File: src/rtl/fp_stage_skid_buf.sv
// Two-entry skid buffer that carries one {sign, exponent, mantissa} operand between FP datapath stages.
// in_ready and out_valid are decoded from registered state only, so backpressure never forms a combinational path.
module fp_stage_skid_buf #(
    parameter int MW = 24,
    parameter int EW = 8
) (
    input  logic          clk,
    input  logic          rst_n,
    input  logic          flush,
    input  logic          in_valid,
    output logic          in_ready,
    input  logic [MW-1:0] in_m,
    input  logic [EW-1:0] in_e,
    input  logic          in_s,
    output logic          out_valid,
    input  logic          out_ready,
    output logic [MW-1:0] out_m,
    output logic [EW-1:0] out_e,
    output logic          out_s,
    output logic [1:0]    count
);

    localparam int DW = MW + EW + 1;

    // The encoding is chosen so that the state value is the occupancy itself.
    typedef enum logic [1:0] {
        ST_EMPTY = 2'd0,
        ST_ONE   = 2'd1,
        ST_FULL  = 2'd2
    } state_t;

    state_t        r_state;
    logic [DW-1:0] r_main;
    logic [DW-1:0] r_skid;
    logic [DW-1:0] w_in_word;
    logic          w_in_fire;
    logic          w_out_fire;

    assign w_in_word  = {in_s, in_e, in_m};
    assign in_ready   = (r_state != ST_FULL);
    assign out_valid  = (r_state != ST_EMPTY);
    assign w_in_fire  = in_valid & in_ready;
    assign w_out_fire = out_valid & out_ready;
    assign count      = 2'(r_state);
    assign {out_s, out_e, out_m} = r_main;

    // NOTE: sequential state uses non-blocking assignments so every register samples pre-edge values.
    always_ff @(posedge clk or negedge rst_n) begin
        if (!rst_n) begin
            r_state <= ST_EMPTY;
            r_main  <= '0;
            r_skid  <= '0;
        end else if (flush) begin
            // A concurrent pop still completes downstream; a concurrent push is dropped.
            r_state <= ST_EMPTY;
        end else begin
            case (r_state)
                ST_EMPTY: begin
                    if (w_in_fire) begin
                        r_main  <= w_in_word;
                        r_state <= ST_ONE;
                    end
                end
                ST_ONE: begin
                    if (w_in_fire && w_out_fire) begin
                        r_main <= w_in_word;
                    end else if (w_in_fire) begin
                        r_skid  <= w_in_word;
                        r_state <= ST_FULL;
                    end else if (w_out_fire) begin
                        r_state <= ST_EMPTY;
                    end
                end
                ST_FULL: begin
                    if (w_out_fire) begin
                        r_main  <= r_skid;
                        r_state <= ST_ONE;
                    end
                end
                default: r_state <= ST_EMPTY;
            endcase
        end
    end

endmodule

File: config.mk
export PLATFORM = sky130hd
export DESIGN_NAME = fp_stage_skid_buf
export DESIGN_NICKNAME = d
export VERILOG_FILES = /design/src/rtl/fp_stage_skid_buf.sv
export SDC_FILE = /design/constraint.sdc
export NUM_CORES = 1
export LEC_CHECK = 0
export ABC_AREA = 1
export CAP_MARGIN = 10
export CORE_ASPECT_RATIO = 0.7
export CORE_MARGIN = 8
export CORE_UTILIZATION = 35
export CTS_CLUSTER_SIZE = 20
export DETAILED_ROUTE_END_ITERATION = 7
export MAX_ROUTING_LAYER = met4
export PLACE_DENSITY = 0.64
export SETUP_SLACK_MARGIN = 0.15
export SLEW_MARGIN = 20
export SYNTH_ARGS = -nofsm -noshare
export SYNTH_HDL_FRONTEND = slang
export SYNTH_SLANG_ARGS = --single-unit
File: constraint.sdc
create_clock -name clk -period 1.8 [get_ports clk]
set_clock_uncertainty 0.15 [all_clocks]
set_input_delay 0.18 -clock clk [delete_from_list [all_inputs] [get_ports clk]]
set_output_delay 0.18 -clock clk [all_outputs]
set_load 0.02 [all_outputs]
==> results of run 1 <==
[where the power goes]
part | switching (mW) | total (mW) | leakage (nW) | internal (mW)
combinational | 1.04 | 1.79 | 1.65 | 0.756
clock | 0.679 | 1.89 | 0.155 | 1.21
sequential | 0.282 | 2.32 | 0.847 | 2.04
[layer usage]
metal | routed length, µm | GRT usage | up-vias
li1 | - | - | 1529
met1 | 5060 | 0.220 | 1498
met2 | 4500 | 0.204 | 128
met3 | 601 | 0.0435 | 8
met4 | 68 | 0.0426 | 0
met5 | 0 | - | -
[metrics by stage]
| step | setup slack [ns] | total power [mW] | util | hold slack, ns |
|---|---|---|---|---|
| final | 0.115 | 6.00 | 0.514 | 0.233 |
| after global routing | 0.0572 | 6.36 | 0.514 | 0.272 |
| after CTS | 0.0298 | 6.03 | 0.495 | 0.263 |
| after detailed placement | 0.102 | 4.12 | 0.456 | 0.0893 |
| after global placement | 0.118 | 4.07 | 0.456 | 0.0777 |
| after floorplan | 0.276 | 3.31 | - | -0.266 |
[final cells by class]
type	count	area, µm²
clock buffers	9	225
well taps	124	155
multi-input cells	323	1440
clock inverters	7	91.3
repair buffers	98	1070
flip-flops and latches	68	1700
inverters	6	27.5
fillers	871	4460
[synthesized netlist by cell type, drive strengths merged]
cell type  count
a21boi         1
buf           29
nand3        102
nor2           8
nand2        209
inv            6
nand4          1
dfrtp         68
o21ai          1
[registers in the layout (all words and copies together) (netlist names)]
signal	flops
count	2
r_main	33
r_skid	33
[path summary, 6_finish.rpt]
kind,endpoint,slack (ns),cells past startpoint
setup / recovery,r_skid[4],0.12,8
hold / removal,r_main[21],0.23,3
setup reg to reg,r_skid[4],0.12,8
hold reg to reg,r_main[3],0.32,2
max in group asynchronous,count[0],0.93,3
min in group clk,r_skid[21],0.30,3
[what timing repair did]
action                     4_1_cts  5_1_grt
buffers inserted                 3        2
hold endpoints to repair        68        0
gates resized for setup         16       35
setup endpoints to repair       44       89
cloned                           0        3
hold buffers                     1        0
pin swaps                        2        6
[logic make-up after synthesis]
| family | share of synthesized area |
|---|---|
| and+or+nand+nor | 0.418 |
| AOI/OAI and AO/OA | 0.00374 |
| buffers and inverters | 0.0693 |
| DFF | 0.509 |
[placed cells by master (no fill, tap or decap), types with 2 or more instances in the layout]
cell | netlist | routed
sky130_fd_sc_hd__nand3_1 | 101 | 101
sky130_fd_sc_hd__dlymetal6s2s_1 | 0 | 21
sky130_fd_sc_hd__nand2_2 | 3 | 2
sky130_fd_sc_hd__nor2_1 | 5 | 5
sky130_fd_sc_hd__buf_4 | 7 | 12
sky130_fd_sc_hd__bufinv_16 | 0 | 2
sky130_fd_sc_hd__dfrtp_2 | 0 | 2
sky130_fd_sc_hd__clkdlybuf4s50_1 | 0 | 42
sky130_fd_sc_hd__nor2_4 | 3 | 3
sky130_fd_sc_hd__clkbuf_16 | 0 | 11
sky130_fd_sc_hd__dfrtp_1 | 68 | 66
sky130_fd_sc_hd__inv_4 | 1 | 2
sky130_fd_sc_hd__buf_12 | 0 | 6
sky130_fd_sc_hd__clkbuf_2 | 0 | 2
sky130_fd_sc_hd__clkinv_2 | 0 | 3
sky130_fd_sc_hd__inv_1 | 3 | 2
sky130_fd_sc_hd__buf_6 | 7 | 3
sky130_fd_sc_hd__dlygate4sd2_1 | 0 | 8
sky130_fd_sc_hd__inv_2 | 2 | 2
sky130_fd_sc_hd__nand2_8 | 0 | 2
sky130_fd_sc_hd__nand2_1 | 203 | 203
sky130_fd_sc_hd__nand2_4 | 3 | 3
[critical path: cells and delay by family (launching register included)]
kind / cells / cell delay, ns
AND/OR/NAND/NOR: 5 / 0.53
flip-flops: 1 / 0.46
buffers and inverters: 3 / 0.42
==> flow_summary.toml, run 1 <==
[worst_setup_path]
setup.worst_path.start_class = "flip-flop"
critical_path.max_fanout = 17
critical_path.max_stage_delay_ns = 0.46
timing.setup.critical_path_class = "reg2reg"
cp_slowest_cell = "sky130_fd_sc_hd__dfrtp_2"
cp_data_required_time_ns = 1.87
worst_path_cell_chain = "buf_4 -> inv_4 -> nand2_4 -> nor2_4 -> buf_4 -> nand2_8 -> nand2_1 -> nand2_1"
worst_setup_path_startpoint = "count[1]"
critical_path.endpoint_type = "flip-flop"
timing.critical_path.arrival_ns = 1.75
r2r-start = "count[1]"

[placed_design]
dpl-instance-area_um2 = 4180
gp_congestion = 0.775
io_buffer_count = 74
dp.cells = 610
hpwl_detailed_um = 6150

[sta]
period_needed_ns = 1.68
final_min_period_over_clock_period = 0.936
fmaxAchievable_mhz = 594
totalNegativeSetupSlack_ns = 0
hold_viol_final = 0
rsz0062_at_grt = "true"
drv_slew = 0
slew-limit-headroom = 0.742
worstMarginPinSlew_ns = 0.387
timing.final.setup_violations = 0

[routing]
first_pass_iters = 5
drt.antenna.violating_nets = 0
totalWireLength_um = 10200
detailedRoute.firstIterationViolations = 276
drc = 0
route.detailed.vias_per_inst = 4.98
vias = 3163
wl_per_instance_um = 16.1

[yosys]
synth_cell_type_count = 17
synth_seq_cells = 68
yosysTopAreaCellShare = 0.509
synth-seq-area-share = 0.509
postSynthAreaPerCell_um2 = 7.86
yosysTopAreaCell = "sky130_fd_sc_hd__dfrtp_1"
synthesized_net_count = 463
yosys_warnings = 0
synth.cell_area_um2 = 3340
synth_area_leaders = "sky130_fd_sc_hd__dfrtp_1 (51%), sky130_fd_sc_hd__nand2_1 (23%), sky130_fd_sc_hd__nand3_1 (15%)"
post_synthesis_cell_count = 425

[min_path]
hold_class = "in2async"

[cts]
tritoncts_buffer_count = 9
clock_sink_count = 68
clk-insertion-delay-late_ns = 0.33
path_clk_slew_ns = 0.06
cts_max_level = 3
cts.root.buffer_cell = "sky130_fd_sc_hd__clkbuf_16"
cts_tree = "done"
cts-root-to-sink-buffers = 2

[final_layout]
stdcell_count = 635
drive_above_1_share = 0.115
post-route-cell-area_um2 = 4720
layout.nets = 544
count_of_antenna_diodes_in_the_layout = 0
area_delta_synth_final_pct = 41.2

[floorplan]
pin_count = 75
die_height_um = 97.8
design.core.area_um2 = 9180
std_cell_rows = 29
fp.dieW_um = 133
initial_core_util = 0.364
floorplan.die_area_um2 = 13000

[global_route]
grt_remaining_overflow = 0
wire_length_of_the_first_global_routing_pass_um = 15800
initial_antenna_violation_count = 0
first_global_vias = 3003
largest_net_degree_at_the_start_of_global_routing = 69
grt_usage = 0.154

[power_and_ir_drop]
power_density_over_the_cells_nw_per_um2 = 1270
ir_drop_uv = 487
power_leakage_nw = 2.66

[outcome]
outcome = "complete, no violations"

[run]
cap_violations = 0
Power figures use the tool's default switching activity.
==> inputs of run 2 (changes only) <==
Clock period 1.8 ns to 2.15 ns, I/O delays scaled along.
==> run 2 against run 1 <==
Compared with the run above:
- utilization shrank 3.1 points
- largest power group unchanged
- critical path depth fell by 6
- non-clock buffer count decreased by 8
- sequential power decreased by 16%
- setup slack gained 0.10 ns
- sequential cell count stayed put
- first-iteration DRC count down 17%
- clock power is 29% lower
- sequential share of layout area increased by 2.3 points
- wire length decreased by 7.5%
- highest routed layer unchanged
- combinational power shrank 18%
==> flow_summary.toml, run 2 (synthesized netlist as in run 1, its figures left out) <==
[cts]
clk-insertion-delay-late_ns = 0.33
path_clk_slew_ns = 0.06
cts_tree = "done"
tritoncts_buffer_count = 9
postCtsSetupRepairBufs = 0
cts-root-to-sink-buffers = 2
clock_sink_count = 68
cts.root.buffer_cell = "sky130_fd_sc_hd__clkbuf_16"
cts_max_level = 3

[sta]
timing.final.setup_violations = 0
fmaxAchievable_mhz = 518
final_min_period_over_clock_period = 0.898
slew-limit-headroom = 0.633
rsz0062_at_grt = "false"
worstMarginPinSlew_ns = 0.550
hold_viol_final = 0
fin_worst_setup_slack_ns = 0.219
final.hold.worst_slack_ns = 0.251
totalNegativeSetupSlack_ns = 0
period_needed_ns = 1.93
drv_slew = 0

[final_layout]
most-common-layout-cells = "sky130_fd_sc_hd__nand2_1 (203), sky130_fd_sc_hd__nand3_1 (101), sky130_fd_sc_hd__clkdlybuf4s50_1 (70)"
layout.nets = 535
most_frequent_standard_cell_in_the_layout_excluding_fill_and_tap_cells = "sky130_fd_sc_hd__nand2_1"
drive_above_1_share = 0.0858
fill_cell_total_of_the_finished_layout = 886
area_delta_synth_final_pct = 32.6
post-route-cell-area_um2 = 4430
count_of_antenna_diodes_in_the_layout = 0

[floorplan]
fp.dieW_um = 133
initial_core_util = 0.364
design.core.area_um2 = 9180
pin_count = 75
floorplan.die_area_um2 = 13000
die_height_um = 97.8
std_cell_rows = 29

[global_route]
first_global_vias = 3079
wire_length_of_the_first_global_routing_pass_um = 15700
largest_net_degree_at_the_start_of_global_routing = 35
grt_remaining_overflow = 0
grt_usage = 0.154
initial_antenna_violation_count = 0

[run]
cap_violations = 0

[routing]
detailedRoute.firstIterationViolations = 230
vias = 3032
first_pass_iters = 5
drc = 0
route.detailed.vias_per_inst = 4.85
drt.antenna.violating_nets = 0
totalWireLength_um = 9460
wl_per_instance_um = 15.1

[placed_design]
io_buffer_count = 74
hpwl_detailed_um = 6350
pre_cts_slack_ns = 0.225
dpl-instance-area_um2 = 4150
gp_congestion = 0.801

[power_and_ir_drop]
ir_drop_uv = 448
power_density_over_the_cells_nw_per_um2 = 1070
power_leakage_nw = 2.29

[worst_setup_path]
timing.critical_path.arrival_ns = 1.57
cp_capture_point = "count[0]"
timing.setup.critical_path_class = "reg2out"
r2r-start = "count[1]"
reg2reg_to = "r_main[2]"
worst_setup_path_startpoint = "count[0]"
critical_path.max_fanout = 8
timing.reg2reg.worst_path_depth = 5
critical_path.endpoint_type = "output port"
setup.worst_path.start_class = "flip-flop"
cp_data_required_time_ns = 1.78
r2r_slack_ns = 0.35

[min_path]
hold_class = "in2async"

[outcome]
outcome = "complete, no violations"
==> run 2: worst min-delay path by stage <==
| stage | endpoint | depth (start not counted) |
|---|---|---|
| 2_1_floorplan | count[0] | 0 |
| 3_3_place_gp | r_main[20] | 1 |
| 3_5_place_dp | r_skid[21] | 1 |
| 4_1_cts | r_skid[21] | 2 |
| 5_1_grt | r_skid[21] | 2 |
| 6_report | r_skid[21] | 2 |
==> run 2: power breakdown <==
part	switching, mW	internal [mW]
clock network	0.519	0.833
registers	0.241	1.71
logic	0.831	0.628
==> run 2: critical path, stage by stage (launching register included) <==
cell                              delay (ns)
sky130_fd_sc_hd__dfrtp_1                0.39
sky130_fd_sc_hd__buf_4                  0.19
sky130_fd_sc_hd__clkdlybuf4s50_1        0.65
==> run 2: cell type report <==
cell class	count	area, µm²	area share
Sequential cell	68	1700	0.384
Timing Repair Buffer	90	871	0.196
Inverter	6	25.0	0.00564
Clock buffer	13	260	0.0587
Tap cell	124	155	0.0350
Clock inverter	2	10.0	0.00226
Multi-Input combinational cell	322	1410	0.318
==> run 2: metal layers <==
| metal | routed length [µm] | share of wire | vias up | GRT usage |
|---|---|---|---|---|
| met3 | 623 | 0.066 | 7 | 0.0558 |
| met5 | 0 | 0 | - | - |
| met2 | 4080 | 0.43 | 93 | 0.225 |
| met1 | 4700 | 0.50 | 1427 | 0.203 |
| met4 | 46 | 0.0049 | 0 | 0.0261 |
| li1 | - | - | 1505 | - |
==> run 2: through the flow <==
| stage | power [mW] | cells | util |
|---|---|---|---|
| 6_report | 4.76 | 625 | 0.483 |
| 5_1_grt | 5.06 | 625 | 0.483 |
| 4_1_cts | 4.82 | 625 | 0.483 |
| 3_5_place_dp | 3.44 | 609 | 0.452 |
| 3_3_place_gp | 3.40 | 609 | 0.452 |
| 2_1_floorplan | 2.77 | 425 | - |
==> run 2: timing repair <==
item | 4_1_cts | 5_1_grt
hold buffers | 1 | 0
pin swaps | 0 | 0
resized for setup | 3 | 1
endpoints found under the hold margin | 22 | 0
setup endpoints to repair | 3 | 1
==> inputs of run 3 (changes only) <==
Settings changed: CORE_ASPECT_RATIO 0.7 to default.
==> run 3 against run 2 <==
Compared with the run above:
- via count increased by 2.7%
- register-to-register slack got worse by 0.05 ns
- sequential cell count unchanged
- cell count increased by 0.48%
- clock power decreased by 13%
- worst hold slack improved by 0.065 ns
- utilization decreased by 1.1 points
- total power decreased by 3.9%
- cell area decreased by 1.7%
- global-route usage decreased by 0.13 points
- setup slack improved by 0.078 ns
- largest cell class unchanged
==> flow_summary.toml, run 3 (synthesized netlist as in run 1, its figures left out) <==
[power_and_ir_drop]
power_leakage_nw = 2.23
power_density_over_the_cells_nw_per_um2 = 1050
ir_drop_uv = 498

[final_layout]
most_frequent_standard_cell_in_the_layout_excluding_fill_and_tap_cells = "sky130_fd_sc_hd__nand2_1"
stdcell_count = 628
layout.nets = 532
drive_above_1_share = 0.0842
fin_util = 0.472
fill_cell_total_of_the_finished_layout = 909
count_of_antenna_diodes_in_the_layout = 0
area_delta_synth_final_pct = 30.4
most-common-layout-cells = "sky130_fd_sc_hd__nand2_1 (203), sky130_fd_sc_hd__nand3_1 (101), sky130_fd_sc_hd__clkdlybuf4s50_1 (71)"

[floorplan]
fp.dieW_um = 114
design.core.area_um2 = 9240
pin_count = 75
floorplan.die_area_um2 = 12900
initial_core_util = 0.362
std_cell_rows = 35
die_height_um = 114

[worst_setup_path]
cp_slowest_cell = "sky130_fd_sc_hd__dfrtp_2"
timing.setup.critical_path_class = "reg2reg"
worst_path_cell_chain = "inv_4 -> nand2_4 -> nand2_4 -> nand3_2 -> nand2_1 -> nand2_1"
setup.worst_path.start_class = "flip-flop"
cp_data_required_time_ns = 2.23
critical_path.max_fanout = 17
timing.critical_path.arrival_ns = 1.93
critical_path.max_stage_delay_ns = 0.50
critical_path.endpoint_type = "flip-flop"

[placed_design]
pre_cts_slack_ns = 0.153
gp_congestion = 0.782
hpwl_detailed_um = 5990
dp.cells = 609
io_buffer_count = 74

[global_route]
grt_usage = 0.153
first_global_vias = 3088
grt_remaining_overflow = 0
largest_net_degree_at_the_start_of_global_routing = 69
initial_antenna_violation_count = 0
wire_length_of_the_first_global_routing_pass_um = 15400

[sta]
drv_slew = 0
period_needed_ns = 1.85
fin_worst_setup_slack_ns = 0.297
timing.final.setup_violations = 0
hold_viol_final = 0
totalNegativeSetupSlack_ns = 0
fmaxAchievable_mhz = 540
worstMarginPinSlew_ns = 0.870
final_min_period_over_clock_period = 0.862
rsz0062_at_grt = "true"
slew-limit-headroom = 0.420

[cts]
tritoncts_buffer_count = 9
cts_tree = "done"
cts_max_level = 3
path_clk_slew_ns = 0.08
cts-root-to-sink-buffers = 2
clock_sink_count = 68
cts.root.buffer_cell = "sky130_fd_sc_hd__clkbuf_8"
clk-insertion-delay-late_ns = 0.34

[routing]
route.detailed.vias_per_inst = 4.96
drc = 0
vias = 3113
first_pass_iters = 5
drt.antenna.violating_nets = 0
totalWireLength_um = 9480
wl_per_instance_um = 15.1
detailedRoute.firstIterationViolations = 245

[min_path]
hold_class = "in2reg"

[outcome]
outcome = "complete, no violations"

[run]
cap_violations = 0
-- run 3: area by class of cell --
class | instances | area [µm²] | area share
clock buffers | 12 | 145 | 0.0333
flip-flops and latches | 68 | 1700 | 0.391
inverters | 6 | 25.0 | 0.00574
well taps | 129 | 161 | 0.0370
repair buffers | 86 | 832 | 0.191
clock inverters | 4 | 72.6 | 0.0166
multi-input cells | 323 | 1420 | 0.325
-- run 3: repair_timing --
item / in CTS / in global routing
pin swaps: 0 / 1
hold buffers: 1 / 0
endpoints found under the setup margin: 3 / 9
cloned: 0 / 1
setup buffers: 0 / 1
hold endpoints to repair: 68 / 0
gates resized for setup: 3 / 1
-- run 3: critical path: cells and delay by family (launching register included) --
family,cells,cell delay [ns]
buffers and inverters,1,0.09
flip-flops,1,0.50
AND/OR/NAND/NOR,5,0.99
-- run 3: metal layers --
metal	global-route usage	part of all wire	vias to the layer above
met2	0.233	0.46	121
met4	0.0453	0.013	0
met1	0.191	0.47	1480
met5	-	0	-
li1	-	-	1496
met3	0.0470	0.060	16
-- run 3: through the flow --
stage               hold WS, ns  area [µm²]  total power, mW
floorplan                -0.231        3340             2.77
global placement          0.235        4110             3.38
detailed placement        0.247        4110             3.42
CTS                       0.301        4340             4.61
global route              0.307        4360             4.86
finish                    0.316        4360             4.57
-- run 3: path summary, 6_finish.rpt --
path / startpoint / end / slack, ns / cells after the start
worst max-delay path: count[0] / r_main[1] / 0.30 / 6
min in group asynchronous: rst_n / r_main[27] / 0.37 / 2
worst min-delay path: in_e[2] / r_skid[26] / 0.32 / 3
worst min register to register: r_skid[17] / r_skid[17] / 0.32 / 2
max in group asynchronous: rst_n / count[1] / 0.87 / 2
worst max register to register: count[0] / r_main[1] / 0.30 / 6
-- run 3: power breakdown --
part	switching, mW	internal (mW)
combinational	0.832	0.621
clock	0.487	0.684
sequential	0.246	1.70
total	1.56	3.01
==> RTL change 1, RTL diff (config.mk and constraints of run 1) <==
The parameter `MW` goes from 24 to 48.
--- a/src/rtl/fp_stage_skid_buf.sv
+++ b/src/rtl/fp_stage_skid_buf.sv
@@ -3,3 +3,3 @@
 module fp_stage_skid_buf #(
-    parameter int MW = 24,
+    parameter int MW = 48,
     parameter int EW = 8
Ports: changed (resized in_m and out_m); port bits go from 75 to 123. No check against the original RTL was run, so the function may have changed too.
==> RTL change 1 against run 1 <==
Final area rose by 53%; total power increased by 51%; wire length up 31%; die area rose by 46%; worst setup slack gained 74 ps; sequential share of layout area up 4.1 points; sequential power is 54% higher; sequential cell count up 48; combinational power up 6%; hold slack got worse by 7.4 ps; area after synthesis grew 54%.
==> RTL change 1: results (changes against run 1) <==
{| class="wikitable"
! Metric !! Value
|-
| Result of the run || complete, no violations (unchanged)
|-
| Routed length on met2 || 5.95 mm (was 4.50 mm)
|-
| Half-perimeter wire length after placement || 9.06 mm (was 6.15 mm)
|-
| Number of nets in the layout || 814 (was 544)
|-
| Longest individual stage delay on the worst path || 400 ps (was 460 ps)
|-
| Maximum number of pins on one net before global-route repair || 117 (was 69)
|-
| Port Buffer Count || 122 (was 74)
|-
| Number of cells on the worst reg-to-reg path || 6 (was 8)
|-
| Global-route wire length before repair || 23.0 mm (was 15.8 mm)
|-
| Vias || 4398 (was 3163)
|-
| Number of cells in the design after placement || 925 (was 610)
|-
| Starting DRT DRC Count || 252 (was 276)
|-
| M3 GR Usage || 3.98% (was 4.35%)
|-
| Wirelength per Cell || 14.0 um (was 16.1 um)
|-
| Maximum vdd drop || 0.581 mV (was 0.487 mV)
|-
| Area contributors post-synth || dfrtp_1 (56%), nand2_1 (13%), nand3_1 (5.8%) (was dfrtp_1 (51%), nand2_1 (23%), nand3_1 (15%))
|-
| TritonCTS buffer count || 17 (was 9)
|-
| Worst Setup Slack post-DPL || -30.3 ps (was 102 ps)
|-
| Met2 Resource Use GR || 22.3% (was 20.4%)
|-
| Hold WC Path Type || input port to flip-flop (was input port to asynchronous set/reset pin)
|-
| Number of nets produced by synthesis || 699 (was 463)
|-
| Slew Limit Headroom || 57.9% (was 74.2%)
|-
| Static leakage || 3.84 nW (was 2.66 nW)
|-
| Met1 usage in global routing || 20.2% (was 22.0%)
|-
| Routed wl met3 || 708 um (was 601 um)
|-
| Later-pin clock latency in the skew report || 400 ps (was 330 ps)
|-
| Syn_area_per_cell || 8.10 um^2 (was 7.86 um^2)
|-
| CP top delay family || buffers and inverters (was simple AND/OR/NAND/NOR gates)
|-
| Via count of the first global-routing pass || 4484 (was 3003)
|-
| Arrival time of the worst setup path || 1280 ps (was 1750 ps)
|-
| Share of post-route cells with drive strength above 1 || 7.59% (was 11.5%)
|-
| H-tree lvl count || 4 (was 3)
|-
| Total routing resource utilization after global routing || 15.2% (was 15.4%)
|-
| Routed metal-1 wirelength || 6.65 mm (was 5.06 mm)
|-
| Final estimated routing congestion in global placement || 0.756 (was 0.775)
|-
| Max Fanout on Critical Path || 6 (was 17)
|-
| Post-synth cell types || 18 (was 17)
|-
| List of most frequent post-synthesis cells || nand2_1 (177), dfrtp_1 (116), inv_1 (60), nand3_1 (60), nor2_1 (59) (was nand2_1 (203), nand3_1 (101), dfrtp_1 (68))
|-
| Sequential share of the synthesized area || 56.3% (was 50.9%)
|}
## RTL change 1: changes by cell type after synthesis, moves of 15 or more
cell      before  now
nand2_1      203  177
nor2_1         5   59
a21oi_1        0   58
o21ai_0        0   57
inv_1          3   60
clkbuf_1       0   15
dfrtp_1       68  116
nand3_1      101   60
## RTL change 1: report_power, final
part / leakage [nW] / internal [mW] / total (mW) / switching (mW)
combinational: 2.14 / 0.766 / 1.90 / 1.13
clock: 0.308 / 2.45 / 3.59 / 1.14
sequential: 1.39 / 3.27 / 3.58 / 0.314
## RTL change 1: logic make-up (layout without fill, tap and decap cells)
family	after synthesis	in the layout	synth area share (%)
flip-flops	116	116	56.3
buffers and inverters	104	231	8.56
AND/OR/NAND/NOR	300	300	23.7
AO/OA/AOI/OAI	117	117	11.5
## RTL change 1: worst register-to-register path, stage by stage (launching register included)
cell and delay, ps:
dfrtp_2 460, buf_4 170, o21ai_4 240, nand2_4 110, buf_12 190, nand2_1 90
nand2_1 50
## RTL change 1: worst paths after layout
check / from / end / slack, ps
max: count[0] / count[0] / 190
min in group asynchronous: rst_n / r_skid[33] / 250
max reg2reg: count[1] / r_main[26] / 230
max in group asynchronous: rst_n / r_skid[44] / 760
min: in_m[7] / r_skid[7] / 230
min reg2reg: r_main[34] / r_main[34] / 310
## RTL change 1: what timing repair did
action                                  4_1_cts  5_1_grt
gates resized for setup                      61       10
pin swaps                                     0        1
endpoints found under the setup margin       67       55
hold buffers                                  1        0
hold endpoints to repair                    116        0
setup buffers                                 2        0
## RTL change 1: final cells by class
cell class              count  area [um^2]
fillers                  1372         7310
flip-flops and latches    116         2910
multi-input cells         417         1850
repair buffers            138         1360
clock buffers              22          484
well taps                 195          244
inverters                  62          235
clock inverters             9          150
==> RTL change 2, RTL diff (flow settings as in run 1) <==
Without the edit above. Register the output `count`, cleared by the reset; this adds one clock of latency there. The other outputs are not delayed to match.
--- a/src/rtl/fp_stage_skid_buf.sv
+++ b/src/rtl/fp_stage_skid_buf.sv
@@ -43,3 +43,9 @@
     assign w_out_fire = out_valid & out_ready;
-    assign count      = 2'(r_state);
+    always_ff @(posedge clk or negedge rst_n) begin
+        if (!rst_n) begin
+            count <= '0;
+        end else begin
+            count <= 2'(r_state);
+        end
+    end
     assign {out_s, out_e, out_m} = r_main;
Function: changed (Yosys sat finds a counterexample within 4 cycles, from zero or initial values and one cycle with rst_n low).
==> RTL change 2 against run 1 <==
Wire length down 7.7%; count of clock-buffer cells in the layout up 4; sequential cell count up 2; worst setup slack better by 60 ps; via count down 2.7%; cell count up 0.79%; final area down 0.88%; total power down 3.4%; area after synthesis up 1.6%; global-route usage down 0.36 points; critical path type is now flip-flop to output port; critical endpoint is now out_e[3].
==> RTL change 2: results (changes against run 1) <==
{| class="wikitable"
! Metric !! Value
|-
| Power in sequential cells || 2.36 mW (was 2.32 mW)
|-
| Half-perimeter wire length after placement || 6.14 mm (was 6.15 mm)
|-
| Share of async-settable or async-resettable flops after synthesis || 100% (unchanged)
|-
| Static leakage || 2.67 nW (was 2.66 nW)
|-
| List of most frequent post-synthesis cells || nand2_1 (203), nand3_1 (101), dfrtp_1 (70) (was nand2_1 (203), nand3_1 (101), dfrtp_1 (68))
|-
| Number of nets produced by synthesis || 465 (was 463)
|-
| Placement-stage cell area || 4240 um^2 (was 4180 um^2)
|-
| Maximum vdd drop || 0.701 mV (was 0.487 mV)
|-
| Internal Pwr Total || 3.87 mW (was 4.00 mW)
|-
| Reg-to-reg setup timing slack || 230 ps (was 120 ps)
|-
| Global-route wire length before repair || 15.3 mm (was 15.8 mm)
|-
| Share of post-route cells with drive strength above 1 || 10.9% (was 11.5%)
|-
| Number of nets in the layout || 545 (was 544)
|-
| Total routing resource utilization after global routing || 15.0% (was 15.4%)
|-
| Syn_area_per_cell || 7.95 um^2 (was 7.86 um^2)
|-
| Result of the run || complete, no violations (unchanged)
|-
| Wirelength per Cell || 14.8 um (was 16.1 um)
|-
| First-pass detailed-route iteration total || 4 (was 5)
|-
| Arrival time of the worst setup path || 1290 ps (was 1750 ps)
|-
| Via count of the first global-routing pass || 2922 (was 3003)
|-
| Hold WC Path Type || input port to asynchronous set/reset pin (unchanged)
|-
| Final estimated routing congestion in global placement || 0.793 (was 0.775)
|-
| Area contributors post-synth || dfrtp_1 (52%), nand2_1 (22%), nand3_1 (15%) (was dfrtp_1 (51%), nand2_1 (23%), nand3_1 (15%))
|-
| Starting DRT DRC Count || 309 (was 276)
|-
| Clock group power || 1.69 mW (was 1.89 mW)
|-
| Routed Wire Length || 9.44 mm (was 10.2 mm)
|-
| Longest individual stage delay on the worst path || 610 ps (was 460 ps)
|-
| Sequential share of the synthesized area || 51.6% (was 50.9%)
|-
| Least-Margin Pin Slew || 546 ps (was 387 ps)
|-
| Maximum number of pins on one net before global-route repair || 42 (was 69)
|-
| Slowest cell on the critical path || clkdlybuf4s50_1 (was dfrtp_2)
|}
==> RTL change 2: cell types whose count changed after synthesis, sizes merged <==
| cell | before | now |
|---|---|---|
| dfrtp | 68 | 70 |
==> RTL change 2: logic make-up after synthesis <==
group,count (synthesis),synth area share (%)
flops,70,51.6
compound gates,2,0.368
buf+inv,35,6.93
simple gates,320,41.1
==> RTL change 2: stage by stage <==
step | setup slack, ps | hold WS [ps]
after global routing | 142 | 295
final | 176 | 239
after CTS | 20.6 | 249
after global placement | 89.9 | 51.7
after detailed placement | 80.3 | 58.2
after floorplan | 379 | -266
==> RTL change 2: area by class of cell <==
| cell class | instances | area, um^2 |
|---|---|---|
| clock buffer | 13 | 270 |
| clock inverter | 3 | 17.5 |
| fill | 929 | 4890 |
| inverter | 6 | 25.0 |
| multi-input combinational | 323 | 1440 |
| sequential | 70 | 1750 |
| tap | 128 | 160 |
| timing repair buffer | 97 | 1010 |
==> RTL change 2: repair_timing <==
item / in CTS / in global routing
gates cloned: 0 / 1
hold buffers: 1 / 0
hold endpoints to repair: 40 / 0
gates resized for setup: 10 / 32
buffers inserted: 1 / 5
setup endpoints to repair: 37 / 92
pin swaps: 0 / 3
==> RTL change 2: final timing paths <==
check,cells past startpoint,start,endpoint
min in group clk,3,in_m[3],r_skid[3]
setup reg to reg,8,r_state[1],r_skid[20]
setup / recovery,1,r_main[27],out_e[3]
hold / removal,2,rst_n,count[0]
max in group asynchronous,3,rst_n,r_skid[18]
hold reg to reg,2,r_skid[30],r_skid[30]
==> RTL change 2: metal layers <==
layer / part of all wire, % / vias up / global-route usage [%]
met1: 51 / 1446 / 20.7
met4: 0.69 / 0 / 4.04
li1: - / 1531 / -
met2: 42 / 96 / 20.6
met5: 0 / - / -
met3: 6.1 / 6 / 4.73
